## src/rtl/psalm_streamer.sv

```systemverilog
// Psalm text streamer: walks a BRAM from 0 to MSG_LEN-1, absorbs the one-cycle read latency and
// hands each byte to a UART transmitter over a strobe/busy handshake, pausing between passes.
module psalm_streamer #(
  parameter int unsigned W            = 11,
  parameter int unsigned DW           = 8,
  parameter int unsigned MSG_LEN      = 1481,
  parameter int unsigned PAUSE_CYCLES = 1000000
) (
  input  logic          i_clk,
  input  logic          i_reset_n,
  input  logic          i_en,
  output logic [W-1:0]  o_addr,
  input  logic [DW-1:0] i_mem_data,
  output logic          o_stb,
  output logic [DW-1:0] o_data,
  input  logic          i_busy,
  output logic          o_active,
  output logic          o_done
);

  localparam int unsigned CW = (PAUSE_CYCLES == 0) ? 1 : $clog2(PAUSE_CYCLES + 1);
  localparam logic [W-1:0] LastAddr = W'(MSG_LEN - 1);
  localparam logic [CW-1:0] PauseLoad = (PAUSE_CYCLES == 0) ? '0 : CW'(PAUSE_CYCLES - 1);

  typedef enum logic [2:0] {StIdle, StFetch, StLoad, StSend, StPause} state_e;

  state_e          state_q, state_d;
  logic [W-1:0]    addr_q, addr_d;
  logic [DW-1:0]   data_q, data_d;
  logic            stb_q, stb_d;
  logic            done_q, done_d;
  logic [CW-1:0]   cnt_q, cnt_d;

  always_comb begin
    state_d = state_q;
    addr_d  = addr_q;
    data_d  = data_q;
    stb_d   = stb_q;
    done_d  = 1'b0;
    cnt_d   = cnt_q;
    unique case (state_q)
      StIdle: begin
        addr_d = '0;
        if (i_en) state_d = StFetch;
      end
      // BRAM samples addr_q at the end of this cycle.
      StFetch: state_d = StLoad;
      StLoad: begin
        data_d  = i_mem_data;
        stb_d   = 1'b1;
        state_d = StSend;
      end
      StSend: begin
        if (!i_busy) begin
          stb_d = 1'b0;
          if (addr_q != LastAddr) begin
            addr_d  = addr_q + 1'b1;
            state_d = StFetch;
          end else begin
            addr_d = '0;
            done_d = 1'b1;
            if (PAUSE_CYCLES != 0) begin
              cnt_d   = PauseLoad;
              state_d = StPause;
            end else begin
              state_d = i_en ? StFetch : StIdle;
            end
          end
        end
      end
      StPause: begin
        if (cnt_q == '0) state_d = i_en ? StFetch : StIdle;
        else             cnt_d   = cnt_q - 1'b1;
      end
      default: state_d = StIdle;
    endcase
  end

  always_ff @(posedge i_clk or negedge i_reset_n) begin
    if (!i_reset_n) begin
      state_q <= StIdle;
      addr_q  <= '0;
      data_q  <= '0;
      stb_q   <= 1'b0;
      done_q  <= 1'b0;
      cnt_q   <= '0;
    end else begin
      state_q <= state_d;
      addr_q  <= addr_d;
      data_q  <= data_d;
      stb_q   <= stb_d;
      done_q  <= done_d;
      cnt_q   <= cnt_d;
    end
  end

  assign o_addr   = addr_q;
  assign o_data   = data_q;
  assign o_stb    = stb_q;
  assign o_done   = done_q;
  assign o_active = (state_q != StIdle);

endmodule

```

## config.mk

```make
export PLATFORM = sky130hd
export DESIGN_NAME = psalm_streamer
export DESIGN_NICKNAME = d
export VERILOG_FILES = /design/src/rtl/psalm_streamer.sv
export SDC_FILE = /design/constraint.sdc
export NUM_CORES = 1
export LEC_CHECK = 0
export BUFFER_PORTS_ARGS = -buffer_cell sky130_fd_sc_hd__buf_2
export CORE_MARGIN = 2
export CORE_UTILIZATION = 35
export DETAILED_ROUTE_END_ITERATION = 8
export PLACE_DENSITY_LB_ADDON = 0.05
export SLEW_MARGIN = 20
export SYNTH_ARGS = -nofsm -noshare
export SYNTH_HDL_FRONTEND = slang
export SYNTH_SLANG_ARGS = --single-unit
```

## constraint.sdc

```tcl
create_clock -name i_clk -period 2.4 [get_ports i_clk]
set_input_delay 0.12 -clock i_clk [delete_from_list [all_inputs] [get_ports i_clk]]
set_output_delay 0.12 -clock i_clk [all_outputs]
set_load 0.005 [all_outputs]
```

==> impl_metrics.csv, run 1 <==
group,metric,value,unit
finish,drive_gt1_frac,0.222,
die,die_x,85.9,um
setup_path,r2r-start,"o_addr[5]",
setup_path,crit_path_start_kind,"flip-flop",
setup_path,required,2.62,ns
detailed_routing,drt_iter0_drc,87,
setup_path,crit_type,"flip-flop to flip-flop",
synthesis,synth_top_cell_by_area,"dfrtp_1",
clock_tree,numCtsBuffers,5,
placement,dp_cells,334,
synthesis,postSynthAreaPerCell,10.2,sq um
sta,min_period,1.97,ns
power,max-vdd-ir-drop,362,uV
worst_hold_path,holdCritPathClass,"input pin to flip-flop",
power,intPower,0.00136,W
synthesis,ys_ff_latch,44,
placement,gp_congestion,0.779,
synthesis,syn_area,0.00235,sq mm
clock_tree,numClockSinks,44,
die,core-area,0.00642,sq mm
status,status,"finished, violations left",
sta,finalCritPeriodShare,0.823,
sta,maxSlewViolCount,0,
clock_tree,cts_buffer_depth,2,
die,die-area,0.00737,sq mm
synthesis,synthTopCellsByArea,"dfrtp_1 (47%), o21ai_0 (4.5%), nand2_1 (3.4%)",
clock_tree,clk_latency,0.30,ns
setup_path,crit_arrival,2.20,ns
power,p_per_area,747,mW/mm^2
placement,io_buffer_count,33,
finish,multi_input_area,0.00118,sq mm
finish,area_growth,14.4,%
sta,finalSetupViolations,0,
global_route,grt_pass1_wl,8340,um
detailed_routing,vias,1828,
synthesis,synth-async-reset-ratio,1.00,
synthesis,synth_cell_type_count,54,
die,fp-row-count,29,
synthesis,synth_compound_area_frac,0.142,
global_route,grt_overflow,0,
synthesis,seq_area_frac_synth,0.469,
status,violations,"DRC",
detailed_routing,drt-total-wl,4900,um
global_route,grt_max_degree,30,
synthesis,syn_inst,229,
setup_path,worstPathMaxFanout,10,
clock_tree,clk_pin_slew,0.08,ns
power,power_frac_seq,0.490,
setup_path,reg2reg_slack,0.43,ns
die,start_util,0.365,
global_route,grt_pass1_vias,1701,
power,switchingPower,0.000647,W
setup_path,worst_setup_path_end_kind,"flip-flop",
synthesis,netlist.area_leader.share,0.469,
synthesis,synth_common_cells,"dfrtp_1 (44), nand2_1 (21), o21ai_0 (21)",
die,boundaryPins,34,
sta,whs,0.0319,ns
job,max_cap_viol_count,0,
setup_path,worstRegToRegCells,5,
placement,placedInstanceArea,0.00258,sq mm
global_route,antenna_found_initial,0,
detailed_routing,via_per_inst,5.33,
sta,fin_setup_tns,0,ns
power,pwr-share-clk,0.247,
synthesis,synth_top_family_by_area,"simple AND/OR/NAND/NOR gates",
worst_hold_path,hp-start,"i_mem_data[0]",
finish,n_fill_cell,644,
sta,max_slew.worst_pin.slew,0.715,ns
synthesis,synth_nets,245,
sta,fmax,506,MHz
power,p_sw_frac,0.323,
setup_path,r2r-end,"cnt_q[0]",
detailed_routing,drt-pass1-iter-count,6,
sta,hold_viol,0,
finish,nets,281,
detailed_routing,postRouteAntennaNets,0,
sta,rsz0062_at_grt,"false",
sta,max-slew-margin-rel,0.523,
synthesis,synth_warnings,0,
power,p_leak,1.10,nW
synthesis,synthMuxAreaShare,0.0560,
clock_tree,cts_root_buffer,"clkbuf_8",
synthesis,yosys.area_share.xor_xnor,0.0336,
finish,register_area,0.00110,sq mm
worst_hold_path,holdPathEnd,"o_data[0]",
synthesis,yosys.area_share.simple,0.249,
sta,finClkSkew,0.00411,ns
worst_hold_path,whs_path_depth,2,
finish,n_antenna_cell,0,
clock_tree,htreeDepth,2,
synthesis,synth_ff_type,"dfrtp_1",
synthesis,yosysMostFrequentCell,"dfrtp_1",
synthesis,synthAdderAreaFrac,0.0213,
finish,instances_no_fill,343,
placement,hpwl,3500,um
finish,stdcell_area,0.00268,sq mm
clock_tree,cts_tree,"built",
detailed_routing,route.detailed.drc,2,
power,p_comb_frac,0.263,
detailed_routing,routedWlPerCell,14.3,um
die,chipHeight,85.9,um
global_route,track_usage,0.143,
synthesis,synth_edf_count,0,
[worst max-delay path, cell delays in order, from the launching register on]
cell and delay [ns]:
dfrtp_1 0.47, nor3b_1 0.50, nand4_2 0.34, inv_1 0.39, nor3_1 0.09, a21oi_1 0.13
[sequential cells by signal (all words and copies together) (netlist names)]
name,cells
o_addr,11
cnt_q,20
o_stb,1
o_done,1
state_q,3
o_data,8
[per-stage QoR]
step                       util  power, W  worst slack, ns
after floorplan               -   0.00133            0.642
after global placement    0.402   0.00153            0.371
after detailed placement  0.402   0.00154            0.375
after CTS                 0.418   0.00204            0.356
after global routing      0.418   0.00215            0.245
final                     0.418   0.00200            0.425
[metal layers]
metal  wire [um]  share of wire  track usage
met3         168          0.034       0.0366
met1        2350           0.48        0.192
met4          43         0.0088       0.0390
met2        2340           0.48        0.230
met5           0              0            0
[power by group through the flow]
stage	combinational (W)	clock, W	sequential (W)
6_report	0.000527	0.000496	0.000981
3_5_place_dp	0.000539	0	0.000998
4_1_cts	0.000541	0.000514	0.000984
2_1_floorplan	0.000350	0	0.000982
3_3_place_gp	0.000537	0	0.000994
5_1_grt	0.000607	0.000546	0.00100
[what timing repair did]
item	CTS	global route
endpoints found under the hold margin	27	0
buffers inserted	0	0
hold buffers	1	0
gates resized for setup	0	0
[logic make-up (layout without fill, tap and decap cells)]
group	Yosys count	in the layout
AND/OR/NAND/NOR	97	97
AO/OA/AOI/OAI	49	49
adder cells (fa/ha/maj)	4	4
buffers and inverters	14	51
multiplexers	12	12
flip-flops	44	44
XOR/XNOR	9	9
[how the worst max path moves through the flow]
stage | slack, ns | end | startpoint
global placement | 0.37 | cnt_q[0] | o_addr[5]
CTS | 0.36 | cnt_q[0] | o_addr[5]
global route | 0.25 | cnt_q[1] | o_addr[5]
detailed placement | 0.38 | cnt_q[0] | o_addr[5]
floorplan | 0.64 | cnt_q[14] | cnt_q[0]
finish | 0.43 | cnt_q[0] | o_addr[5]
[cell usage in the layout, fill, tap and decap left out, types with 2 or more instances in the layout]
| cell type | n |
|---|---|
| a2111oi_4 | 2 |
| a211oi_1 | 4 |
| a21o_1 | 2 |
| a21oi_1 | 8 |
| a31oi_1 | 2 |
| and2_1 | 4 |
| and3_1 | 5 |
| buf_2 | 33 |
| buf_4 | 2 |
| clkbuf_8 | 6 |
| dfrtp_1 | 44 |
| ha_1 | 4 |
| inv_1 | 7 |
| mux2_1 | 5 |
| mux2_2 | 4 |
| mux2i_1 | 3 |
| nand2_1 | 21 |
| nand2b_1 | 2 |
| nand3_1 | 6 |
| nand3b_1 | 2 |
| nand4_1 | 5 |
| nand4_2 | 2 |
| nand4b_1 | 3 |
| nor2_1 | 15 |
| nor2b_1 | 2 |
| nor3_1 | 8 |
| nor4_1 | 3 |
| o21ai_0 | 21 |
| o21ai_1 | 3 |
| or2_1 | 2 |
| or3_1 | 4 |
| xnor2_1 | 8 |
[cell type report]
class	instances	share of cell area
Sequential cell	44	0.410
Timing Repair Buffer	36	0.0709
Multi-Input combinational cell	171	0.438
Tap cell	77	0.0359
Clock buffer	7	0.0322
Clock inverter	1	0.00280
Inverter	7	0.00979
No activity file was read; power rests on OpenSTA's default activity.
==> run 2, diff against run 1 <==
- clock period: 2.4 -> 1.8 ns (I/O delays scaled with it)
==> run 2 against run 1 <==
Effect of this change:
- the run still ends with DRC left
- cell count up 11%
- flip-flop and latch count unchanged
- die area unchanged
- highest routed layer unchanged
- sequential power up 26%
- combinational power up 61%
- sequential share of layout area down 5.8 points
- first-iteration DRC count down 63%
- core utilization up 7.1 points
- global-route usage up 0.59 points
- register-to-register slack worse by 0.38 ns
- critical path type unchanged
- largest cell class unchanged
==> impl_metrics.csv, run 2 (synthesized netlist as in run 1, its figures left out) <==
group,metric,value,unit
die,fp-row-count,29,
detailed_routing,route.detailed.drc,2,
setup_path,worstPathMaxFanout,7,
sta,finalSetupViolations,0,
global_route,grt_pass1_vias,1808,
setup_path,required,2.03,ns
die,core-area,0.00642,sq mm
die,die-area,0.00737,sq mm
clock_tree,clk_latency,0.30,ns
sta,maxSlewViolCount,0,
sta,finalCritPeriodShare,0.974,
setup_path,cp_slowest_cell,"dfrtp_1",
detailed_routing,vias,1964,
global_route,grt_util_met2,0.253,
detailed_routing,drt-pass1-iter-count,6,
placement,hpwl,3810,um
sta,whs,0.00605,ns
die,start_util,0.365,
detailed_routing,via_per_inst,5.15,
clock_tree,htreeDepth,2,
finish,n_antenna_cell,0,
clock_tree,cts_root_buffer,"clkbuf_8",
finish,nets,319,
power,p_per_area,877,mW/mm^2
sta,fmax,570,MHz
status,violations,"DRC",
finish,drive_gt1_frac,0.398,
sta,fin_setup_tns,0,ns
finish,final_common_cell,"dfrtp_1",
detailed_routing,drt-total-wl,5340,um
setup_path,critPathTopFamily,"simple AND/OR/NAND/NOR gates",
job,max_cap_viol_count,0,
setup_path,crit_type,"flip-flop to flip-flop",
setup_path,crit_arrival,1.99,ns
detailed_routing,postRouteAntennaNets,0,
global_route,met1_usage,0.191,
global_route,track_usage,0.149,
sta,max_slew.worst_pin.slew,0.562,ns
clock_tree,cts_buffer_depth,2,
sta,hold_viol,0,
finish,n_fill_cell,616,
die,die_x,85.9,um
clock_tree,clk_pin_slew,0.08,ns
global_route,grt_pass1_wl,8690,um
worst_hold_path,holdCritPathClass,"input pin to flip-flop",
sta,finClkSkew,0.00431,ns
status,status,"finished, violations left",
clock_tree,cts_tree,"built",
detailed_routing,routedWlPerCell,14.0,um
finish,layout_common_cells,"dfrtp_1 (41), buf_4 (35), buf_2 (33), nand2_1 (21), o21ai_0 (21)",
finish,regMostFlops,"cnt_q",
global_route,grt_overflow,0,
power,max-vdd-ir-drop,635,uV
setup_path,worst_setup_path_end_kind,"flip-flop",
setup_path,crit_path_start_kind,"flip-flop",
finish,area_growth,33.8,%
global_route,grt_max_degree,45,
die,boundaryPins,34,
setup_path,critical_path.max_stage_delay,0.41,ns
finish,largest_reg_flops,20,
detailed_routing,drt_iter0_drc,32,
setup_path,reg2reg_slack,0.05,ns
placement,gp_congestion,0.789,
placement,io_buffer_count,33,
setup_path,crit_buf_inv,1,
global_route,busiest_layer,"met2",
sta,max-slew-margin-rel,0.625,
power,p_leak,1.31,nW
global_route,met3_usage,0.0298,
global_route,antenna_found_initial,0,
die,chipHeight,85.9,um
sta,rsz0062_at_grt,"true",
setup_path,path_cells,"buf_6 > nor4_4 > nand4_1 > a21o_4 > or3_4 > a21oi_2",
clock_tree,numClockSinks,44,
clock_tree,numCtsBuffers,5,
sta,min_period,1.75,ns
[run 2: changes by cell type in the layout (fill, tap and decap cells not counted), moves of 3 or more]
cell and change:
buf_4 +33, dfrtp_1 -3, dfrtp_2 +3, inv_1 -3, inv_2 +3, nor4_1 -3
[run 2: final timing paths]
path,cells past startpoint,end,from
worst max-delay path,6,cnt_q[15],cnt_q[0]
worst max register to register,6,cnt_q[15],cnt_q[0]
max in group asynchronous,3,cnt_q[9],i_reset_n
min in group asynchronous,3,cnt_q[19],i_reset_n
worst min register to register,1,o_data[0],o_data[0]
worst min-delay path,2,o_data[4],i_mem_data[4]
[run 2: power breakdown]
group	internal (W)	total, W	leakage, nW	switching [W]
Clock	0.000312	0.000661	0.0445	0.000349
Sequential	0.00116	0.00124	0.496	0.0000888
Combinational	0.000409	0.000848	0.768	0.000438
[run 2: layout make-up]
type	count	area, sq um	area share
clock buffer	7	86.3	0.0275
clock inverter	1	7.51	0.00239
inverter	7	26.3	0.00837
multi-input combinational	171	1310	0.416
sequential	44	1100	0.352
tap	77	96.3	0.0307
timing repair buffer	74	510	0.163
[run 2: per-layer routing]
layer	vias up	wire length, um	part of all wire
li1	983	-	-
met4	0	95	0.018
met2	30	2570	0.48
met1	941	2530	0.47
met3	10	148	0.028
met5	-	0	0
[run 2: stage by stage]
| stage | cells | util | instance area, sq um | setup slack (ns) | total power, W |
|---|---|---|---|---|---|
| CTS | 375 | 0.461 | 2960 | -0.0762 | 0.00279 |
| global placement | 365 | 0.442 | 2840 | -0.0334 | 0.00210 |
| detailed placement | 365 | 0.442 | 2840 | -0.0885 | 0.00211 |
| global route | 381 | 0.489 | 3140 | -0.0647 | 0.00295 |
| floorplan | 229 | - | 2350 | 0.0422 | 0.00178 |
| finish | 381 | 0.489 | 3140 | 0.0463 | 0.00275 |
[run 2: worst register-to-register path: cells and delay by family, from the launching register on]
family,cells,cell delay (ns)
simple gates,3,0.76
flops,1,0.41
compound gates,2,0.39
buf+inv,1,0.13
[run 2: what timing repair did]
item	in CTS	in global routing
buffers inserted	0	6
pin swaps	0	13
hold buffers	2	0
cloned	0	0
gates resized for setup	1	33
endpoints found under the setup margin	10	26
endpoints found under the hold margin	45	0
==> run 3, diff against run 2 <==
- CELL_PAD_IN_SITES_DETAIL_PLACEMENT: default -> 0
- CELL_PAD_IN_SITES_GLOBAL_PLACEMENT: default -> 1
- CTS_CLUSTER_DIAMETER: default -> 100
==> run 3 against run 2 <==
Effect of this change:
- the run ends with DRC, setup timing left
- total power grew 1.2%
- cell count grew 1.8%
- sequential share of layout area down 0.33 points
- wire length grew 3.3%
- clock skew increased by 0.0044 ns
- critical endpoint is now cnt_q[5]
- highest routed layer unchanged
==> impl_metrics.csv, run 3 (synthesized netlist as in run 1, its figures left out) <==
group,metric,value,unit
sta,maxSlewViolCount,0,
global_route,grt_max_degree,17,
setup_path,worstRegToRegCells,5,
detailed_routing,drt-total-wl,5520,um
setup_path,crit_buf_inv,0,
finish,largest_reg_flops,20,
detailed_routing,route.detailed.drc,4,
setup_path,cp_slowest_cell,"dfrtp_1",
clock_tree,numCtsBuffers,5,
sta,setup_slack,-0.0335,ns
sta,fmax,545,MHz
power,p_leak,1.34,nW
global_route,grt_pass1_wl,8840,um
finish,instances_no_fill,388,
detailed_routing,postRouteAntennaNets,0,
die,boundaryPins,34,
sta,hold_viol,0,
detailed_routing,drt_iter0_drc,64,
die,start_util,0.365,
sta,rsz0062_at_grt,"true",
setup_path,crit_arrival,2.02,ns
global_route,grt_pass1_vias,1830,
finish,drive_gt1_frac,0.399,
setup_path,required,1.98,ns
placement,io_buffer_count,33,
global_route,grt_overflow,0,
sta,finalCritPeriodShare,1.02,
clock_tree,cts_buffer_depth,2,
setup_path,crit_type,"flip-flop to flip-flop",
clock_tree,clk_pin_slew,0.09,ns
sta,max_slew.worst_pin.slew,0.468,ns
worst_hold_path,holdCritPathClass,"input pin to flip-flop",
die,die_x,85.9,um
clock_tree,numClockSinks,44,
setup_path,worst_setup_path_end_kind,"flip-flop",
worst_hold_path,hp-start,"i_mem_data[4]",
clock_tree,clk_latency,0.30,ns
setup_path,critical_path.max_stage_delay,0.42,ns
placement,dp_cells,370,
finish,area_growth,34.6,%
setup_path,r2r-end,"cnt_q[5]",
detailed_routing,drt-pass1-iter-count,6,
worst_hold_path,holdPathEnd,"o_data[4]",
clock_tree,cts_tree,"built",
setup_path,worstPathMaxFanout,4,
finish,final_common_cell,"buf_4",
detailed_routing,routedWlPerCell,14.2,um
global_route,track_usage,0.151,
finish,utilization,0.492,
detailed_routing,via_per_inst,5.06,
finish,n_antenna_cell,0,
setup_path,r2r-start,"cnt_q[11]",
setup_path,path_cells,"nor4_4 > nand4_1 > o21ai_2 > nor3_2 > or3b_1",
sta,finalSetupViolations,2,
placement,hpwl,3920,um
clock_tree,cts_root_buffer,"clkbuf_8",
finish,layout_common_cells,"buf_4 (45), dfrtp_1 (44), buf_2 (33), o21ai_0 (21), nand2_1 (20)",
sta,min_period,1.83,ns
power,p_per_area,882,mW/mm^2
finish,regMostFlops,"cnt_q",
setup_path,critPathTopFamily,"simple AND/OR/NAND/NOR gates",
job,max_cap_viol_count,0,
die,fp-row-count,29,
sta,max-slew-margin-rel,0.688,
status,status,"finished, violations left",
placement,gp_congestion,0.756,
worst_hold_path,whs_path_depth,2,
clock_tree,htreeDepth,2,
power,max-vdd-ir-drop,321,uV
sta,fin_setup_tns,-0.0381,ns
global_route,antenna_found_initial,0,
detailed_routing,vias,1963,
setup_path,crit_path_start_kind,"flip-flop",
status,violations,"DRC, setup timing",
die,die-area,0.00737,sq mm
die,chipHeight,85.9,um
setup_path,reg2reg_slack,-0.03,ns
sta,finClkSkew,0.00869,ns
die,core-area,0.00642,sq mm
finish,nets,326,
[run 3: how the worst max path moves through the flow]
stage | startpoint | endpoint | cells after the start
after detailed placement | cnt_q[1] | cnt_q[14] | 7
after global placement | cnt_q[1] | cnt_q[16] | 7
after global routing | cnt_q[11] | cnt_q[5] | 5
final | cnt_q[11] | cnt_q[5] | 5
after CTS | cnt_q[1] | cnt_q[14] | 7
after floorplan | cnt_q[0] | cnt_q[14] | 7
[run 3: cell type report]
cell class / count / area (sq um)
clock buffers: 8 / 90.1
fillers: 613 / 3260
inverters: 7 / 26.3
multi-input cells: 171 / 1310
flip-flops and latches: 44 / 1100
well taps: 77 / 96.3
repair buffers: 81 / 534
[run 3: what timing repair did]
item                       in CTS  in global routing
setup buffers                   0                  9
hold endpoints to repair       15                  0
pin swaps                       2                 12
setup endpoints to repair       6                 24
hold buffers                    2                  0
cloned                          0                  0
resized for setup               3                 27
[run 3: metal layers]
layer / vias up / track usage / wire length (um)
met5: - / 0 / 0
met4: 0 / 0.0433 / 59
met3: 6 / 0.0356 / 174
met2: 30 / 0.219 / 2400
met1: 937 / 0.223 / 2890
li1: 990 / - / -
[run 3: through the flow]
stage / power (W) / setup slack (ns) / instance area, sq um / hold WS, ns
after global routing: 0.00298 / -0.179 / 3160 / 0.0120
final: 0.00279 / -0.0335 / 3160 / 0.0124
after floorplan: 0.00178 / 0.0422 / 2350 / -0.206
after detailed placement: 0.00216 / -0.0608 / 2850 / 0.0219
after global placement: 0.00213 / -0.0391 / 2850 / 0.0251
after CTS: 0.00283 / -0.00982 / 2980 / 0.00328
[run 3: report_power, final]
group          switching, W  internal, W
clock              0.000337     0.000314
combinational      0.000462     0.000434
sequential        0.0000828      0.00116
[run 3: worst register-to-register path: stages (launching register included)]
cell,delay (ns)
dfrtp_1,0.42
nor4_4,0.36
nand4_1,0.23
o21ai_2,0.28
nor3_2,0.07
or3b_1,0.36
